**src/rtl/reaction_pkg.sv**
```systemverilog
// Shared types and constants for the reaction-time target generator.
package reaction_pkg;

    typedef enum logic [1:0] {
        IDLE,
        DELAY,
        SHOW,
        DONE
    } state_t;

    localparam int PATTERN_W       = 8;
    localparam int LFSR_W          = 16;
    localparam int MATCH_GUARD_CYC = 2;

    // Fibonacci taps 16,14,13,11 expressed as bit positions 15,13,12,10
    localparam logic [LFSR_W-1:0] LFSR_TAPS = 16'hB400;

    function automatic logic [LFSR_W-1:0] lfsr_next(input logic [LFSR_W-1:0] s);
        return {s[LFSR_W-2:0], ^(s & LFSR_TAPS)};
    endfunction

endpackage

```
**src/rtl/reaction_target_gen_if.sv**
```systemverilog
// Start/compare/score signal bundle between the button logic, compare block
// and score display. The generator uses the master view.
interface reaction_target_gen_if;
    import reaction_pkg::*;

    logic                 start;
    logic                 Match;
    logic [PATTERN_W-1:0] LED2;
    logic [15:0]          react_ms;
    logic                 done;
    logic                 timeout;
    logic                 busy;

    modport master (
        input  start, Match,
        output LED2, react_ms, done, timeout, busy
    );

    modport slave (
        output start, Match,
        input  LED2, react_ms, done, timeout, busy
    );

endinterface

```
**src/rtl/ms_tick_gen.sv**
```systemverilog
// Millisecond tick generator: one-cycle pulse every TICK_DIV clocks,
// synchronous restart puts the phase back to the start of a period.
module ms_tick_gen #(
    parameter int TICK_DIV = 50000
) (
    input  logic clk,
    input  logic rst,
    input  logic i_restart,
    output logic o_tick
);

    localparam int CNT_W = (TICK_DIV > 1) ? $clog2(TICK_DIV) : 1;

    logic [CNT_W-1:0] r_cnt;
    logic             w_wrap;

    assign w_wrap = (r_cnt == CNT_W'(TICK_DIV - 1));
    assign o_tick = w_wrap;

    // Divider counter: wraps at TICK_DIV-1, restart forces zero
    always_ff @(posedge clk or posedge rst) begin
        if (rst) begin
            r_cnt <= '0;
        end else if (i_restart || w_wrap) begin
            r_cnt <= '0;
        end else begin
            r_cnt <= r_cnt + CNT_W'(1);
        end
    end

endmodule

```
**src/rtl/reaction_target_gen.sv**
```systemverilog
// Reaction-time target generator: waits a pseudo-random delay, shows an LED
// pattern, then measures milliseconds until the compare block reports Match.
// Optional build macro REACTION_ONEHOT_PATTERN_EN: show a single lit LED.
module reaction_target_gen
    import reaction_pkg::*;
#(
    parameter int          TICK_DIV        = 50000,
    parameter int          MIN_DELAY_MS    = 1000,
    parameter int          DELAY_RAND_BITS = 10,
    parameter int          TIMEOUT_MS      = 9999,
    parameter logic [15:0] LFSR_SEED       = 16'hACE1
) (
    input  logic                  clk50M,
    input  logic                  rst,
    reaction_target_gen_if.master io
);

    state_t               r_state, w_state_nxt;
    logic [LFSR_W-1:0]    r_lfsr;
    logic                 r_start_q;
    logic                 w_start_rise;
    logic [15:0]          r_ms, w_ms_nxt;
    logic [15:0]          r_delay, w_delay_nxt;
    logic [15:0]          r_react, w_react_nxt;
    logic [1:0]           r_guard, w_guard_nxt;
    logic [PATTERN_W-1:0] r_led, w_led_nxt, w_pattern;
    logic                 r_done, w_done_nxt;
    logic                 r_timeout, w_timeout_nxt;
    logic                 r_busy, w_busy_nxt;
    logic                 w_tick, w_restart;

    ms_tick_gen #(.TICK_DIV(TICK_DIV)) u_tick (
        .clk       (clk50M),
        .rst       (rst),
        .i_restart (w_restart),
        .o_tick    (w_tick)
    );

    assign w_start_rise = io.start & ~r_start_q;

`ifdef REACTION_ONEHOT_PATTERN_EN
    assign w_pattern = PATTERN_W'(1) << r_lfsr[10:8];
`else
    assign w_pattern = (r_lfsr[15:8] == '0) ? PATTERN_W'(1) : r_lfsr[15:8];
`endif

    // Free-running LFSR and start edge history, independent of state
    always_ff @(posedge clk50M or posedge rst) begin
        if (rst) begin
            r_lfsr    <= LFSR_SEED;
            r_start_q <= 1'b0;
        end else begin
            r_lfsr    <= lfsr_next(r_lfsr);
            r_start_q <= io.start;
        end
    end

    // State and registered outputs
    always_ff @(posedge clk50M or posedge rst) begin
        if (rst) begin
            r_state   <= IDLE;
            r_ms      <= '0;
            r_delay   <= '0;
            r_react   <= '0;
            r_guard   <= '0;
            r_led     <= '0;
            r_done    <= 1'b0;
            r_timeout <= 1'b0;
            r_busy    <= 1'b0;
        end else begin
            r_state   <= w_state_nxt;
            r_ms      <= w_ms_nxt;
            r_delay   <= w_delay_nxt;
            r_react   <= w_react_nxt;
            r_guard   <= w_guard_nxt;
            r_led     <= w_led_nxt;
            r_done    <= w_done_nxt;
            r_timeout <= w_timeout_nxt;
            r_busy    <= w_busy_nxt;
        end
    end

    // Next-state and next-output decode
    always_comb begin
        w_state_nxt   = r_state;
        w_ms_nxt      = r_ms;
        w_delay_nxt   = r_delay;
        w_react_nxt   = r_react;
        w_guard_nxt   = r_guard;
        w_led_nxt     = r_led;
        w_done_nxt    = r_done;
        w_timeout_nxt = r_timeout;
        w_restart     = 1'b0;

        case (r_state)
            IDLE, DONE: begin
                if (w_start_rise) begin
                    w_state_nxt   = DELAY;
                    w_delay_nxt   = 16'(MIN_DELAY_MS) + 16'(r_lfsr[DELAY_RAND_BITS-1:0]);
                    w_ms_nxt      = '0;
                    w_react_nxt   = '0;
                    w_led_nxt     = '0;
                    w_done_nxt    = 1'b0;
                    w_timeout_nxt = 1'b0;
                    w_restart     = 1'b1;
                end
            end
            DELAY: begin
                if (w_tick) begin
                    if (r_ms + 16'd1 >= r_delay) begin
                        w_state_nxt = SHOW;
                        w_led_nxt   = w_pattern;
                        w_react_nxt = '0;
                        w_guard_nxt = '0;
                        w_restart   = 1'b1;
                    end else begin
                        w_ms_nxt = r_ms + 16'd1;
                    end
                end
            end
            SHOW: begin
                // Match beats a same-cycle tick, so the count is not bumped
                if (io.Match && (r_guard == 2'(MATCH_GUARD_CYC))) begin
                    w_state_nxt = DONE;
                    w_led_nxt   = '0;
                    w_done_nxt  = 1'b1;
                end else begin
                    if (r_guard != 2'(MATCH_GUARD_CYC)) begin
                        w_guard_nxt = r_guard + 2'd1;
                    end
                    if (w_tick) begin
                        if (r_react + 16'd1 >= 16'(TIMEOUT_MS)) begin
                            w_state_nxt   = DONE;
                            w_led_nxt     = '0;
                            w_done_nxt    = 1'b1;
                            w_timeout_nxt = 1'b1;
                            w_react_nxt   = 16'(TIMEOUT_MS);
                        end else begin
                            w_react_nxt = r_react + 16'd1;
                        end
                    end
                end
            end
            default: begin
                w_state_nxt = IDLE;
            end
        endcase

        w_busy_nxt = (w_state_nxt == DELAY) || (w_state_nxt == SHOW);
    end

    assign io.LED2     = r_led;
    assign io.react_ms = r_react;
    assign io.done     = r_done;
    assign io.timeout  = r_timeout;
    assign io.busy     = r_busy;

endmodule
```
**src/flat_wrapper.sv**
```systemverilog
// flat-port wrapper written by rule: the top's interface ports become plain ports
module reaction_target_gen_flat import reaction_pkg::*;
#(
    parameter int          TICK_DIV        = 50000,
    parameter int          MIN_DELAY_MS    = 1000,
    parameter int          DELAY_RAND_BITS = 10,
    parameter int          TIMEOUT_MS      = 9999,
    parameter logic [15:0] LFSR_SEED       = 16'hACE1
)
  (clk50M, rst, io_start, io_Match, io_LED2, io_react_ms, io_done, io_timeout, io_busy);
  reaction_target_gen_if io_i ();
  input  logic clk50M;
  input  logic rst;
  input wire logic [$bits(io_i.start)-1:0] io_start;
  input wire logic [$bits(io_i.Match)-1:0] io_Match;
  output wire logic [$bits(io_i.LED2)-1:0] io_LED2;
  output wire logic [$bits(io_i.react_ms)-1:0] io_react_ms;
  output wire logic [$bits(io_i.done)-1:0] io_done;
  output wire logic [$bits(io_i.timeout)-1:0] io_timeout;
  output wire logic [$bits(io_i.busy)-1:0] io_busy;
  assign io_i.start = io_start;
  assign io_i.Match = io_Match;
  assign io_LED2 = io_i.LED2;
  assign io_react_ms = io_i.react_ms;
  assign io_done = io_i.done;
  assign io_timeout = io_i.timeout;
  assign io_busy = io_i.busy;
  reaction_target_gen #(.TICK_DIV(TICK_DIV), .MIN_DELAY_MS(MIN_DELAY_MS), .DELAY_RAND_BITS(DELAY_RAND_BITS), .TIMEOUT_MS(TIMEOUT_MS), .LFSR_SEED(LFSR_SEED)) u_core (.clk50M(clk50M), .rst(rst), .io(io_i));
endmodule
```
**config.mk**
```make
export PLATFORM = sky130hd
export DESIGN_NAME = reaction_target_gen_flat
export DESIGN_NICKNAME = d
export VERILOG_FILES = /design/src/rtl/reaction_pkg.sv /design/src/rtl/reaction_target_gen_if.sv /design/src/rtl/ms_tick_gen.sv /design/src/rtl/reaction_target_gen.sv /design/src/flat_wrapper.sv
export SDC_FILE = /design/constraint.sdc
export NUM_CORES = 1
export LEC_CHECK = 0
export ABC_AREA = 0
export CAP_MARGIN = 20
export CORE_ASPECT_RATIO = 0.75
export CORE_MARGIN = 10
export CORE_UTILIZATION = 30
export DETAILED_ROUTE_END_ITERATION = 8
export PLACE_DENSITY = 0.53
export SLEW_MARGIN = 20
export SYNTH_ARGS = -nofsm -noshare
export SYNTH_HDL_FRONTEND = slang
export SYNTH_SLANG_ARGS = --single-unit
```
**constraint.sdc**
```tcl
create_clock -name clk50M -period 5.4 [get_ports clk50M]
set_input_delay 1.08 -clock clk50M [delete_from_list [all_inputs] [get_ports clk50M]]
set_output_delay 1.08 -clock clk50M [all_outputs]
set_load 0.05 [all_outputs]
```
==> results of run 1 <==
## final timing paths
path / startpoint / endpoint / slack (ps) / cells after the start
max in group asynchronous: rst / u_core.r_lfsr[15]$_DFF_PP1_ / 3230 / 3
min reg2reg: u_core.r_lfsr[1]$_DFF_PP0_ / u_core.r_lfsr[2]$_DFF_PP0_ / 370 / 0
min in group asynchronous: rst / u_core.u_tick.r_cnt[15]$_DFF_PP0_ / 1210 / 2
max reg2reg: u_core.r_ms[0]$_DFFE_PP0P_ / u_core.io.LED2[4]$_DFFE_PP0P_ / 1900 / 13
min: u_core.r_lfsr[1]$_DFF_PP0_ / u_core.r_lfsr[2]$_DFF_PP0_ / 370 / 0
max: u_core.r_ms[0]$_DFFE_PP0P_ / u_core.io.LED2[4]$_DFFE_PP0P_ / 1900 / 13
## per-layer routing
layer  up-vias  global-route usage, %  routed length [um]
met5         -                      0                   0
met2        81                   14.6                4450
met3        17                   2.87                 520
met1      1777                   14.2                5750
met4         0                   3.53                 169
li1       1852                      -                   -
## cells in the mapped netlist (3+ instances only)
| cell type | n | share of area [%] |
|---|---|---|
| nand2_1 | 56 | 4.4 |
| dfrtp_1 | 83 | 43 |
| buf_2 | 4 | 0.42 |
| mux2_2 | 4 | 0.94 |
| nor3_1 | 13 | 1.4 |
| a31oi_1 | 5 | 0.65 |
| nand2b_1 | 4 | 0.52 |
| xor2_1 | 10 | 1.8 |
| a21o_1 | 6 | 0.94 |
| nand3_1 | 25 | 2.6 |
| o21ai_1 | 11 | 1.1 |
| o21ai_0 | 28 | 2.9 |
| xnor2_1 | 19 | 3.5 |
| inv_1 | 31 | 2.4 |
| o22a_1 | 4 | 0.73 |
| clkbuf_1 | 11 | 0.86 |
| o31ai_1 | 8 | 1.3 |
| a21oi_1 | 23 | 2.4 |
| or2_2 | 4 | 0.52 |
| nor2_1 | 33 | 2.6 |
| and3_1 | 12 | 1.6 |
| dfstp_2 | 8 | 4.4 |
| and2_1 | 10 | 1.3 |
| nand4_1 | 17 | 2.2 |
| nor4_1 | 5 | 0.65 |
| ha_1 | 20 | 5.2 |
| and4_1 | 3 | 0.55 |
| or3_1 | 7 | 0.91 |
## worst max-delay path: stages, from the launching register on
cell and delay, ps:
dfrtp_1 460, ha_1 310, nand2_1 150, or2_2 310, nand2_1 120, ha_1 260
a21oi_1 130, a21oi_1 70, a2111oi_0 390, a21o_1 180, and3_1 380, nand2b_4 200
or3_1 280, o21ai_1 130
## cells by family (layout without fill, tap and decap cells)
| family | Yosys count | after routing | synth area share, % |
|---|---|---|---|
| muxes | 5 | 5 | 1.15 |
| xor gates and xnor gates | 29 | 29 | 5.29 |
| buffers and inverters | 50 | 79 | 4.33 |
| DFF | 91 | 91 | 47.7 |
| adders and majority gates | 20 | 20 | 5.21 |
| AOI/OAI and AO/OA | 106 | 106 | 14.1 |
| and+or+nand+nor | 206 | 206 | 22.3 |
## state kept, by name, summed over array words and instances, names as in the netlist
register and cells:
u_core.io.react_ms 16, u_core.r_lfsr 16, u_core.r_ms 16, u_core.u_tick.r_cnt 16, u_core.r_delay 11, u_core.io.LED2 8
u_core.r_guard 2, u_core.r_state 2, u_core.io.busy 1, u_core.io.done 1, u_core.io.timeout 1, u_core.r_start_q 1
## through the flow
stage | cell area, um2 | instances | util, %
after floorplan | 4800 | 507 | -
after global placement | 5280 | 725 | 34.1
after detailed placement | 5280 | 725 | 34.1
after CTS | 5590 | 741 | 36.1
after global routing | 5590 | 741 | 36.1
final | 5590 | 741 | 36.1
## layout make-up
type	instances	area [um2]
well taps	205	256
inverters	31	119
clock inverters	6	75.1
multi-input cells	366	2310
repair buffers	32	315
clock buffers	10	229
fillers	1530	9880
flip-flops and latches	91	2290
## power by group
part | switching (uW) | total (uW) | internal (uW)
clock | 273 | 638 | 365
sequential | 52.0 | 799 | 747
combinational | 268 | 411 | 144
==> flow_summary.yaml, run 1 <==
run_status:
  status: "complete, no violations"
timing:
  fin_tns_setup_ps: 0
  worst_pin_slew_ps: 793
  period_share_pct: 64.8
  hold_viol_final: 0
  slew_viol_final: 0
  rsz0062_at_grt: "no"
  fin_ws_ps: 1900
  fmax_mhz: 286
  hold_ws_ps: 373
  min_period_ps: 3500
  skew_ps: 6.48
  max_slew_margin_pct: 47.1
  setup_viol: 0
synthesis:
  avgSynthCellArea_um2: 9.47
  ys_warn_count: 0
  synthFlopType: "dfrtp_1"
  ys_ff_latch: 91
  synth_cells: 507
  async_reset_ff_share_pct: 100
  synth-edff-count: 0
  ys_seq_area_share_pct: 47.7
  synth.distinct_cells: 63
  synth_fp_nets: 531
  netlist_area_um2: 4800
finish:
  fin_nets: 555
  drive_above_1_share_pct: 8.21
  layout_common_cells: "83 x dfrtp_1, 56 x nand2_1, 33 x nor2_1"
  synthToLayoutAreaGrowth_pct: 16.5
  antennaDiodeCount: 0
  mostFrequentLayoutCell: "dfrtp_1"
global_route:
  grt_pass1_vias: 3653
  grt.total_usage_pct: 10.2
  grt_pass1_wl_mm: 18.3
  overflow: 0
  grt_max_degree: 60
  antenna_found_initial: 0
clocking:
  clkSinkCount: 91
  ctsResizeCount: 0
  cts_buffers: 9
  path_clk_slew_ps: 70
  cts_hold_buf: 0
  cts_setup_buffers: 0
  cts_tree: "done"
  htreeDepth: 3
  clk_path_buf_depth: 2
  insertion_delay_ps: 340
  root_buffer: "clkbuf_16"
drt:
  routed_wirelength_mm: 10.9
  first_pass_iters: 5
  drc: 0
  ant_nets: 0
  vias: 3727
  viasPerCell: 5.03
  drt_iter0_markers: 296
  routedWlPerCell_um: 14.7
power_and_ir_drop:
  p_per_area_nw_per_um2: 331
  ir_drop_v: 0.000174
  p_leak_uw: 0.00244
  power.total_uw: 1850
placement:
  dp_hpwl_mm: 7.84
  dp_slack_ps: 1990
  finalWeightedCongestion: 0.822
  portBuffers: 30
die:
  die_h_um: 130
  io_pins: 31
  die-area_um2: 21500
  die_w_um: 166
  rows: 39
  coreArea_um2: 15500
  start_util_pct: 31.0
worst_setup_path:
  cp-start-kind: "flop"
  endpoint_kind: "flop"
  critPathArrivalTime_ps: 3710
  required_ps: 5620
  crit_type: "flop to flop"
  cp_max_fo: 9
flow_run:
  drv_cap: 0
hold_path:
  hold_path_class: "flop to flop"
Power figures use the tool's default switching activity.
==> run 2, diff against run 1 <==
--- a/config.mk
+++ b/config.mk
@@ -11,7 +11,7 @@
 export CORE_MARGIN = 10
 export CORE_UTILIZATION = 30
 export DETAILED_ROUTE_END_ITERATION = 8
-export PLACE_DENSITY = 0.53
+export PLACE_DENSITY = 0.55
 export SLEW_MARGIN = 20
 export SYNTH_ARGS = -nofsm -noshare
 export SYNTH_HDL_FRONTEND = slang
==> constraint.sdc (replaced) <==
create_clock -name clk50M -period 3.2 [get_ports clk50M]
set_input_delay 0.64 -clock clk50M [delete_from_list [all_inputs] [get_ports clk50M]]
set_output_delay 0.64 -clock clk50M [all_outputs]
set_load 0.05 [all_outputs]
==> run 2 against run 1 <==
Compared with the run above: largest cell class unchanged; sequential power increased by 66%; worst hold slack gained 5.0 ps; clock skew rose by 3.9 ps; global-route usage rose by 0.66 points; highest routed layer unchanged; non-clock buffer count is 19 higher; combinational power is 89% higher; power up 73%; critical path depth down 1.
==> flow_summary.yaml, run 2 (synthesis results as in run 1) <==
finish:
  layout_common_cells: "83 x dfrtp_1, 56 x nand2_1, 33 x nor2_1"
  multi_input_area_um2: 2370
  fillers: 1518
  drive_above_1_share_pct: 13.5
  fin_nets: 574
  fin_area_um2: 5790
  seqCellArea_um2: 2290
  antennaDiodeCount: 0
  mostFrequentLayoutCell: "dfrtp_1"
  synthToLayoutAreaGrowth_pct: 20.7
global_route:
  grt_max_degree: 53
  grt.total_usage_pct: 10.8
  antenna_found_initial: 0
  grt_pass1_vias: 3792
  overflow: 0
  grt_pass1_wl_mm: 19.5
worst_setup_path:
  critPathArrivalTime_ps: 3320
  required_ps: 3460
  cp-start-kind: "flop"
  crit_type: "flop to flop"
  cp_max_fo: 6
  endpoint_kind: "flop"
timing:
  setup_viol: 0
  fin_tns_setup_ps: 0
  worst_pin_slew_ps: 772
  slew_viol_final: 0
  hold_viol_final: 0
  fmax_mhz: 326
  min_period_ps: 3070
  max_slew_margin_pct: 48.6
  rsz0062_at_grt: "yes"
  skew_ps: 10.3
  period_share_pct: 95.8
die:
  rows: 39
  die_h_um: 130
  io_pins: 31
  die_w_um: 166
  die-area_um2: 21500
  start_util_pct: 31.0
  coreArea_um2: 15500
drt:
  drt_iter0_markers: 292
  ant_nets: 0
  vias: 3874
  drc: 0
  viasPerCell: 5.10
  first_pass_iters: 4
  routedWlPerCell_um: 15.2
  routed_wirelength_mm: 11.5
hold_path:
  hold_path_class: "flop to flop"
clocking:
  path_clk_slew_ps: 70
  cts_buffers: 9
  cts_setup_buffers: 0
  root_buffer: "clkbuf_16"
  cts_hold_buf: 0
  clkSinkCount: 91
  clk_path_buf_depth: 2
  cts_tree: "done"
  insertion_delay_ps: 350
  htreeDepth: 3
placement:
  place_area_um2: 5420
  dp_hpwl_mm: 8.46
  portBuffers: 30
  finalWeightedCongestion: 0.878
run_status:
  status: "complete, no violations"
power_and_ir_drop:
  ir_drop_v: 0.000294
  p_per_area_nw_per_um2: 551
  p_leak_uw: 0.00254
  power.total_uw: 3190
flow_run:
  drv_cap: 0
## run 2: layout make-up
class                           instances  share of cell area [%]
Clock buffer                           10                    3.95
Inverter                               31                    2.03
Tap cell                              205                    4.43
Multi-Input combinational cell        366                    40.9
Sequential cell                        91                    39.5
Clock inverter                          6                    1.30
Timing Repair Buffer                   51                    7.91
## run 2: worst paths after layout
| kind | cells past startpoint | to | from | slack [ps] |
|---|---|---|---|---|
| worst min-delay path | 0 | u_core.r_lfsr[3]$_DFF_PP0_ | u_core.r_lfsr[2]$_DFF_PP0_ | 380 |
| min in group asynchronous | 2 | u_core.u_tick.r_cnt[9]$_DFF_PP0_ | rst | 450 |
| worst max-delay path | 12 | u_core.io.react_ms[6]$_DFFE_PP0P_ | u_core.r_ms[5]$_DFFE_PP0P_ | 130 |
| max in group asynchronous | 3 | u_core.r_ms[7]$_DFFE_PP0P_ | rst | 1930 |
| worst min register to register | 0 | u_core.r_lfsr[3]$_DFF_PP0_ | u_core.r_lfsr[2]$_DFF_PP0_ | 380 |
| worst max register to register | 12 | u_core.io.react_ms[6]$_DFFE_PP0P_ | u_core.r_ms[5]$_DFFE_PP0P_ | 130 |
## run 2: layer usage
| metal | GRT usage, % | up-vias | routed length [um] |
|---|---|---|---|
| li1 | - | 1885 | - |
| met1 | 15.2 | 1894 | 5890 |
| met2 | 15.7 | 84 | 4910 |
| met3 | 3.08 | 11 | 569 |
| met4 | 3.48 | 0 | 155 |
| met5 | 0 | - | 0 |
## run 2: where the power goes
| part | switching, uW | internal, uW | total [uW] |
|---|---|---|---|
| logic | 492 | 285 | 777 |
| registers | 68.6 | 1260 | 1330 |
| clock network | 466 | 616 | 1080 |
| total | 1030 | 2160 | 3190 |
## run 2: what timing repair did
| item | in CTS | in global routing |
|---|---|---|
| gates cloned | 0 | 0 |
| pin swaps | 0 | 1 |
| endpoints found under the setup margin | 2 | 43 |
| resized for setup | 1 | 16 |
## run 2: critical path, stage by stage (launching register included)
cell and delay (ps):
dfrtp_1 350, and4_2 280, nand4_1 180, xnor2_1 220, ha_1 340, nand2_1 70
nor3_1 200, o31ai_1 120, a21o_1 210, a41oi_2 290, and2_4 250, nand3_2 180
o31ai_2 280
## run 2: stage by stage
| stage | hold slack (ps) | setup slack, ps | util [%] | instances |
|---|---|---|---|---|
| floorplan | 350 | 151 | - | 507 |
| global placement | 355 | 126 | 35.1 | 744 |
| detailed placement | 363 | 19.5 | 35.1 | 744 |
| CTS | 381 | 30.6 | 37.0 | 760 |
| global route | 396 | -20.8 | 37.4 | 760 |
| finish | 378 | 134 | 37.4 | 760 |
